<file path="src/rtl/turbo_pkg.sv">
// Constants shared between the turbo encoder and its output-side stages.
package turbo_pkg;

    localparam int unsigned WORD_W_DEF      = 8;
    localparam int unsigned FRAME_PAIRS_DEF = 66;
    localparam int unsigned FRAME_CNT_W     = 16;

    // FIFO operation for one edge, encoded as {write, read}.
    typedef enum logic [1:0] {
        FIFO_IDLE = 2'b00,
        FIFO_POP  = 2'b01,
        FIFO_PUSH = 2'b10,
        FIFO_BOTH = 2'b11
    } fifo_op_e;

endpackage

</file>
<file path="src/rtl/sync_fifo.sv">
// Single-clock FIFO with the head entry read straight from storage registers.
// A write is accepted when full only if a read happens on the same edge.
module sync_fifo
    import turbo_pkg::*;
#(
    parameter int unsigned WIDTH = WORD_W_DEF + 1,
    parameter int unsigned DEPTH = 4
) (
    input  logic             clk,
    input  logic             rst_n,
    input  logic             push,
    input  logic [WIDTH-1:0] push_data,
    input  logic             pop,
    output logic [WIDTH-1:0] head,
    output logic             full,
    output logic             empty
);

    localparam int unsigned AW = (DEPTH > 1) ? $clog2(DEPTH) : 1;

    logic [WIDTH-1:0] mem [DEPTH];
    logic [AW-1:0]    wr_ptr;
    logic [AW-1:0]    rd_ptr;
    logic [AW:0]      count;
    logic             wr_en;
    logic             rd_en;
    fifo_op_e         op;

    assign rd_en = pop && !empty;
    assign wr_en = push && (!full || rd_en);
    assign op    = fifo_op_e'({wr_en, rd_en});

    always_ff @(posedge clk or negedge rst_n) begin
        if (!rst_n) begin
            for (int unsigned i = 0; i < DEPTH; i++) begin
                mem[i] <= '0;
            end
            wr_ptr <= '0;
            rd_ptr <= '0;
            count  <= '0;
        end else begin
            if (wr_en) begin
                mem[wr_ptr] <= push_data;
                wr_ptr      <= wr_ptr + 1'b1;
            end
            if (rd_en) begin
                rd_ptr <= rd_ptr + 1'b1;
            end
            case (op)
                FIFO_PUSH: count <= count + 1'b1;
                FIFO_POP:  count <= count - 1'b1;
                default:   count <= count;
            endcase
        end
    end

    assign head  = mem[rd_ptr];
    assign empty = (count == '0);
    assign full  = (count == (AW + 1)'(DEPTH));

endmodule

</file>
<file path="src/rtl/turbo_out_packer.sv">
// Packs the encoder's serial bit pairs into words, flags the last word of
// each frame and buffers words for a valid/ready consumer.
module turbo_out_packer
    import turbo_pkg::*;
#(
    parameter int unsigned WORD_W      = WORD_W_DEF,
    parameter int unsigned FRAME_PAIRS = FRAME_PAIRS_DEF,
    parameter int unsigned FIFO_DEPTH  = 4
) (
    input  logic                   clk,
    input  logic                   rst_N,
    input  logic                   out0_in,
    input  logic                   out1_in,
    input  logic                   valid_in,
    output logic [WORD_W-1:0]      m_data,
    output logic                   m_valid,
    input  logic                   m_ready,
    output logic                   m_last,
    output logic                   overflow,
    output logic [FRAME_CNT_W-1:0] frame_cnt
);

    localparam int unsigned SLOTS  = WORD_W / 2;
    localparam int unsigned SLOT_W = $clog2(SLOTS);
    localparam int unsigned PCNT_W = $clog2(FRAME_PAIRS + 1);
    localparam logic [SLOT_W-1:0] SLOT_LAST = SLOT_W'(SLOTS - 1);
    localparam logic [PCNT_W-1:0] PCNT_LAST = PCNT_W'(FRAME_PAIRS - 1);

    logic [SLOT_W-1:0] slot;
    logic [PCNT_W-1:0] pcnt;
    logic [WORD_W-1:0] shreg;
    logic [WORD_W-1:0] word_next;
    logic              frame_end;
    logic              word_done;
    logic              pop;
    logic              fifo_full;
    logic              fifo_empty;
    logic [WORD_W:0]   head;

    // Incoming pair merged into the partial word; upper slots stay zero
    // because the shift register is cleared at every completion.
    always_comb begin
        word_next = shreg;
        word_next[{slot, 1'b0} +: 2] = {out1_in, out0_in};
    end

    assign frame_end = (pcnt == PCNT_LAST);
    assign word_done = valid_in && ((slot == SLOT_LAST) || frame_end);
    assign pop       = m_valid && m_ready;

    always_ff @(posedge clk or negedge rst_N) begin
        if (!rst_N) begin
            slot      <= '0;
            pcnt      <= '0;
            shreg     <= '0;
            overflow  <= 1'b0;
            frame_cnt <= '0;
        end else if (valid_in) begin
            if (word_done) begin
                slot  <= '0;
                shreg <= '0;
            end else begin
                slot  <= slot + 1'b1;
                shreg <= word_next;
            end
            // Counters advance even when the word is dropped, keeping frame alignment.
            if (frame_end) begin
                pcnt      <= '0;
                frame_cnt <= frame_cnt + 1'b1;
            end else begin
                pcnt <= pcnt + 1'b1;
            end
            if (word_done && fifo_full && !pop) begin
                overflow <= 1'b1;
            end
        end
    end

    sync_fifo #(
        .WIDTH (WORD_W + 1),
        .DEPTH (FIFO_DEPTH)
    ) u_fifo (
        .clk       (clk),
        .rst_n     (rst_N),
        .push      (word_done),
        .push_data ({frame_end, word_next}),
        .pop       (pop),
        .head      (head),
        .full      (fifo_full),
        .empty     (fifo_empty)
    );

    assign m_valid = !fifo_empty;
    assign m_data  = head[WORD_W-1:0];
    assign m_last  = head[WORD_W];

endmodule

</file>
<file path="config.mk">
export PLATFORM = sky130hd
export DESIGN_NAME = turbo_out_packer
export DESIGN_NICKNAME = d
export VERILOG_FILES = /design/src/rtl/turbo_pkg.sv /design/src/rtl/sync_fifo.sv /design/src/rtl/turbo_out_packer.sv
export SDC_FILE = /design/constraint.sdc
export NUM_CORES = 1
export LEC_CHECK = 0
export ABC_AREA = 0
export BUFFER_PORTS_ARGS = -buffer_cell sky130_fd_sc_hd__buf_2
export CAP_MARGIN = 10
export CORE_ASPECT_RATIO = 0.75
export CORE_MARGIN = 2
export CORE_UTILIZATION = 55
export DETAILED_ROUTE_END_ITERATION = 7
export PLACE_DENSITY = 0.86
export SYNTH_ARGS = -nofsm -noshare
export SYNTH_HDL_FRONTEND = slang
export SYNTH_SLANG_ARGS = --single-unit
</file>
<file path="constraint.sdc">
create_clock -name clk -period 7.95 [get_ports clk]
set_clock_uncertainty 0.15 [all_clocks]
set_input_delay 1.59 -clock clk [delete_from_list [all_inputs] [get_ports clk]]
set_output_delay 1.59 -clock clk [all_outputs]
set_load 0.01 [all_outputs]
</file>
==> Yosys cells after proc, flatten, opt, wreduce, memory -nomap -nowiden <==
Cells that the tools add are included.
{ "word_totals": {"regBits": 77, "input_bits": 6, "elab_cells": 59} }
{ "op_classes": {"shifts": 2, "addsub": 8, "eq_ne": 5, "magnitude_cmp": 3, "bitwise": 2, "n_reduce_logical": 16, "muxes": 11} }
{ "ops": {"columns": ["operator", "count"], "rows": [
  ["bitwise mux 36 bit", 1],
  ["two-way mux 9 bit", 3],
  ["binary-select mux 9 bit (select 2 bit)", 1],
  ["demux 9 bit (select 2 bit)", 1],
  ["adder 16 x 1 -> 16 bit, second input constant", 1],
  ["bitwise mux 8 bit", 1],
  ["two-way mux 8 bit", 1],
  ["variable shift 2 x 5 -> 8 bit, first input constant", 1],
  ["indexed part select 2 x 5 -> 8 bit", 1],
  ["adder 7 x 1 -> 7 bit, second input constant", 1],
  ["== test 7 bit, second input constant", 1],
  ["logical AND 1 bit", 7],
  ["two-way mux 7 bit", 1],
  ["adder 2 x 1 -> 2 bit, second input constant", 3],
  [">= comparator 3 bit, second input constant", 2],
  ["NOT 2 -> 3 bit", 2],
  ["one-hot mux 3 bit (2 select lines)", 1],
  ["negation 3 -> 5 bit", 1],
  ["== test 2 bit, second input constant", 2],
  ["AND reduction 2 bit", 2],
  ["adder 3 x 1 -> 3 bit, second input constant", 1],
  ["== test 3 bit, second input constant", 1],
  ["zero test 1 bit", 3],
  ["zero test 3 bit", 1],
  ["6 further kinds", 7]
]} }

==> Depth between registers and ports, before layout <==
{ "logic_depth": {"ltp_word": 8, "ltp_mapped": 12, "mapped_depth_nobuf": 12} }

==> By module <==
From an unflattened synthesis, not the netlist that was laid out.
{ "unflattened": {"cells_unflattened": 299, "hier_area_um2": 3783.6} }
{ "modules_own_cells": {"columns": ["module", "instances", "area_each_um2", "seq_area_each_um2", "cells_each"], "rows": [
  ["sync_fifo", 1, 1969.4, 1076.0, 124],
  ["turbo_out_packer", 1, 1814.2, 850.8, 175]
]} }

==> Worst setup path after synthesis <==
OpenSTA, ideal clock, no wires.
{ "synth_timing": {"kind": "input -> register", "startpoint": "input port m_ready", "endpoint": "register u_fifo.count[2]", "path_buffers": 1, "arrival_time_ns": 3.689, "path_stages": 10, "required_time_ns": 7.721, "path_slack_ns": 4.032, "setup_time_ns": 0.079, "path_cell_list": "or4b_2 -> buf_2 -> and3_1 -> inv_1 -> ha_1 -> inv_1 -> fa_1 -> xor2_1 -> nor2_1 -> xor2_1"} }
{ "synth_via": {"elab_chain_len": 6, "elab_cells_between_ends": 8, "classes_between": "eq/ne: 2; mux: 1; reduce/logical: 5"} }
{ "synth_rtl": {"columns": ["element", "line", "text"], "rows": [
  ["start, declared", "turbo_out_packer.sv:17", "input logic m_ready,"],
  ["logical AND 1 bit *", "turbo_out_packer.sv:49", "assign pop = m_valid && m_ready;"],
  ["logical AND 1 bit *", "sync_fifo.sv:29", "assign rd_en = pop && !empty;"],
  ["logical OR 1 bit", "sync_fifo.sv:30", "assign wr_en = push && (!full || rd_en);"],
  ["logical AND 1 bit", "sync_fifo.sv:30", null],
  ["== test 2 x 1 -> 1 bit / == test 2 bit (equally long branches)", "sync_fifo.sv:49", "case (op)"],
  ["one-hot mux 3 bit (2 select lines) / nonzero test 2 bit (equally long branches)", null, null],
  ["end signal, assigned", "sync_fifo.sv:50", "FIFO_PUSH: count <= count + 1'b1;"],
  ["end signal, assigned", "sync_fifo.sv:51", "FIFO_POP: count <= count - 1'b1;"],
  ["end signal, assigned", "sync_fifo.sv:52", "default: count <= count;"],
  ["end, declared", "sync_fifo.sv:24", "logic [AW:0] count;"]
]} }
Every way passes the cells marked *; elsewhere a longest branch is shown, timed or not.
A chain may end at the register's enable or synchronous reset.

==> Final worst setup path <==
Same ends and word-level chain as after synthesis.

==> impl_metrics.json <==
{
  "min_path_type": "reg2reg",
  "synth_xor_area_share_pct": 5.95,
  "synthTopCellsByArea": "dfrtp_1, mux2_2, mux4_2",
  "fp.dieW_um": 98.5,
  "worstSetupStartpointType": "input port",
  "routed.top_layer": "met4",
  "fin_crit_sh_pct": 48.1,
  "wl_um": 7030,
  "start_util_pct": 57.7,
  "wl_met3_um": 242,
  "fin_nets": 340,
  "instances_no_fill": 405,
  "worstSetupPathType": "in2reg",
  "syn2layout_area_growth_pct": 12.2,
  "pin_count": 33,
  "synth_top_family_by_area": "multiplexers",
  "yosysUniqueCellTypes": 38,
  "synth-edff-count": 0,
  "cp_data_arrival_time_ps": 3950,
  "avgSynthCellArea_sq_um": 13.0,
  "async_reset_ff_share_pct": 100,
  "coreArea_sq_um": 6380,
  "cts_sinks": 77,
  "synthMuxAreaShare_pct": 17.7,
  "firstDrtPassIters": 4,
  "clk_latency_ps": 350,
  "postRouteAntennaNets": 0,
  "tns_ps": 0,
  "synth-seq-area-share_pct": 52.4,
  "drv_cap": 0,
  "synth_nets": 304,
  "antenna_found_initial": 0,
  "r2r-end": "u_fifo.count[2]",
  "required_ps": 8070,
  "grt_pass1_wl_um": 11900,
  "synth-simple-area-share_pct": 11.0,
  "post_cts_buffers": 0,
  "die_area_sq_um": 7370,
  "hold_viol": 0,
  "viasPerCell": 5.68,
  "place_inst": 390,
  "clk_path_buf_depth": 2,
  "n_antenna_cell": 0,
  "synth-seq-cells": 77,
  "drcViolationCount": 0,
  "crit_start": "m_ready",
  "finalMaxSlewViolations": 0,
  "worstPathMaxFanout": 6,
  "r2r_cells": 9,
  "fill_cells": 493,
  "cts_tree": "built",
  "wl_per_cell_um": 17.4,
  "vias": 2299,
  "ir_drop_uv": 241,
  "synthCells": 284,
  "yosys.area_share.adder_pct": 4.96,
  "slew_headroom_pct": 37.6,
  "io_buffers": 32,
  "clk_pin_slew_worst_paths_ps": 80,
  "max_slew.worst_pin.slew_ps": 937,
  "post-route-min-period_ps": 3830,
  "dp_hpwl_um": 4840,
  "synth_compound_area_share_pct": 4.86,
  "crit_path_end_kind": "register",
  "chipHeight_um": 74.8,
  "hold_depth": 1,
  "grt_setup_unrepaired": "no",
  "p_leak_nw": 2.05,
  "grt.total_usage_pct": 21.4,
  "status": "finished, final reports clean",
  "cts_resized": 0,
  "htreeDepth": 3,
  "fin_util_pct": 64.7,
  "ys.warnings.count": 0,
  "final-setup-viol-count": 0,
  "grt-ovfl-total": 0,
  "hold_buffers": 0,
  "netlist_top_cells_count": "dfrtp_1, mux2_2, inv_1",
  "grt_start_max_net_pins": 78,
  "hold_start": "frame_cnt[15]",
  "rows": 25,
  "met2_length_um": 3430,
  "yosysMostFrequentCell": "dfrtp_1",
  "fmax_ghz": 0.261,
  "wl_met1_um": 3180,
  "power.density_nw_per_um2": 316,
  "synth_top_area_share_pct": 52.4,
  "grt_pass1_vias": 2262,
  "synth_area_leader_cell": "dfrtp_1",
  "endpoint": "u_fifo.count[2]",
  "synth_top_flop_cell": "dfrtp_1",
  "drtIter0Drc": 153,
  "routabilityCongestion": 0.771,
  "drive_gt1_share_pct": 32.1,
  "cts_buffers": 9,
  "regToRegSetupSlack_ps": 4980,
  "syn_area_sq_um": 3680,
  "root_buffer": "clkbuf_8",
  "reg2reg_from": "u_fifo.count[1]"
}
==> cell type report <==
type / count / area (sq um) / share of cell area [%]
Multi-Input combinational cell: 177 / 1640 / 39.6
Clock buffer: 11 / 141 / 3.43
Clock inverter: 4 / 72.6 / 1.76
Sequential cell: 77 / 1930 / 46.7
Timing Repair Buffer: 32 / 163 / 3.94
Tap cell: 81 / 101 / 2.46
Inverter: 23 / 86.3 / 2.09
==> how the worst min path moves through the flow <==
stage	to	slack [ps]
6_report	frame_cnt[15]	330
5_1_grt	frame_cnt[15]	350
3_3_place_gp	frame_cnt[15]	310
3_5_place_dp	frame_cnt[15]	320
4_1_cts	frame_cnt[15]	330
2_1_floorplan	u_fifo.count[2]	300
==> kinds of logic after synthesis <==
family,after synthesis
compound gates,24
xor+xnor,25
fa+ha+maj,14
buf+inv,30
flops,77
mux,49
simple gates,65
==> report_power, final <==
group          switching (mW)  leakage [nW]  internal [mW]
combinational           0.190         0.905          0.196
sequential             0.0982          1.04          0.498
clock                   0.137         0.105          0.183
==> flip-flops by register name, indices dropped and copies added (netlist names) <==
signal         count
shreg              8
pcnt               7
frame_cnt         16
u_fifo.rd_ptr      2
u_fifo.count       3
slot               2
u_fifo.wr_ptr      2
overflow           1
u_fifo.mem        36
==> critical path, cell delays in order <==
cell and delay, ps:
buf_2 100, or4b_2 780, and3_1 300, inv_1 80
ha_1 180, inv_1 70, fa_1 420, xor2_1 150
nor2_1 110, xor2_1 170
==> metrics by stage <==
| stage | instance area, sq um | hold WS (ps) | power [mW] | setup slack (ps) |
|---|---|---|---|---|
| finish | 4130 | 330 | 1.30 | 4120 |
| global route | 4130 | 348 | 1.38 | 4010 |
| CTS | 4130 | 331 | 1.31 | 4130 |
| detailed placement | 3910 | 316 | 0.986 | 3760 |
| global placement | 3910 | 305 | 0.949 | 3850 |
| floorplan | 3680 | 297 | 0.871 | 4030 |
==> per-layer routing <==
metal / up-vias / track usage [%]
met1: 1172 / 29.0
met5: - / 0
li1: 1072 / -
met4: 0 / 8.22
met3: 17 / 5.94
met2: 38 / 33.8
==> cells in the final DEF (no fill, tap or decap), types with 8 or more instances in the layout <==
cell	netlist	routed
mux2_2	38	38
buf_2	3	31
nor2_1	8	8
nand3_1	8	8
clkbuf_8	0	10
mux4_2	9	9
nand2_1	16	16
dfrtp_1	77	77
ha_1	13	13
inv_1	23	23
nand4_1	9	9
xnor2_1	19	19
No activity file was read; power rests on OpenSTA's default activity.
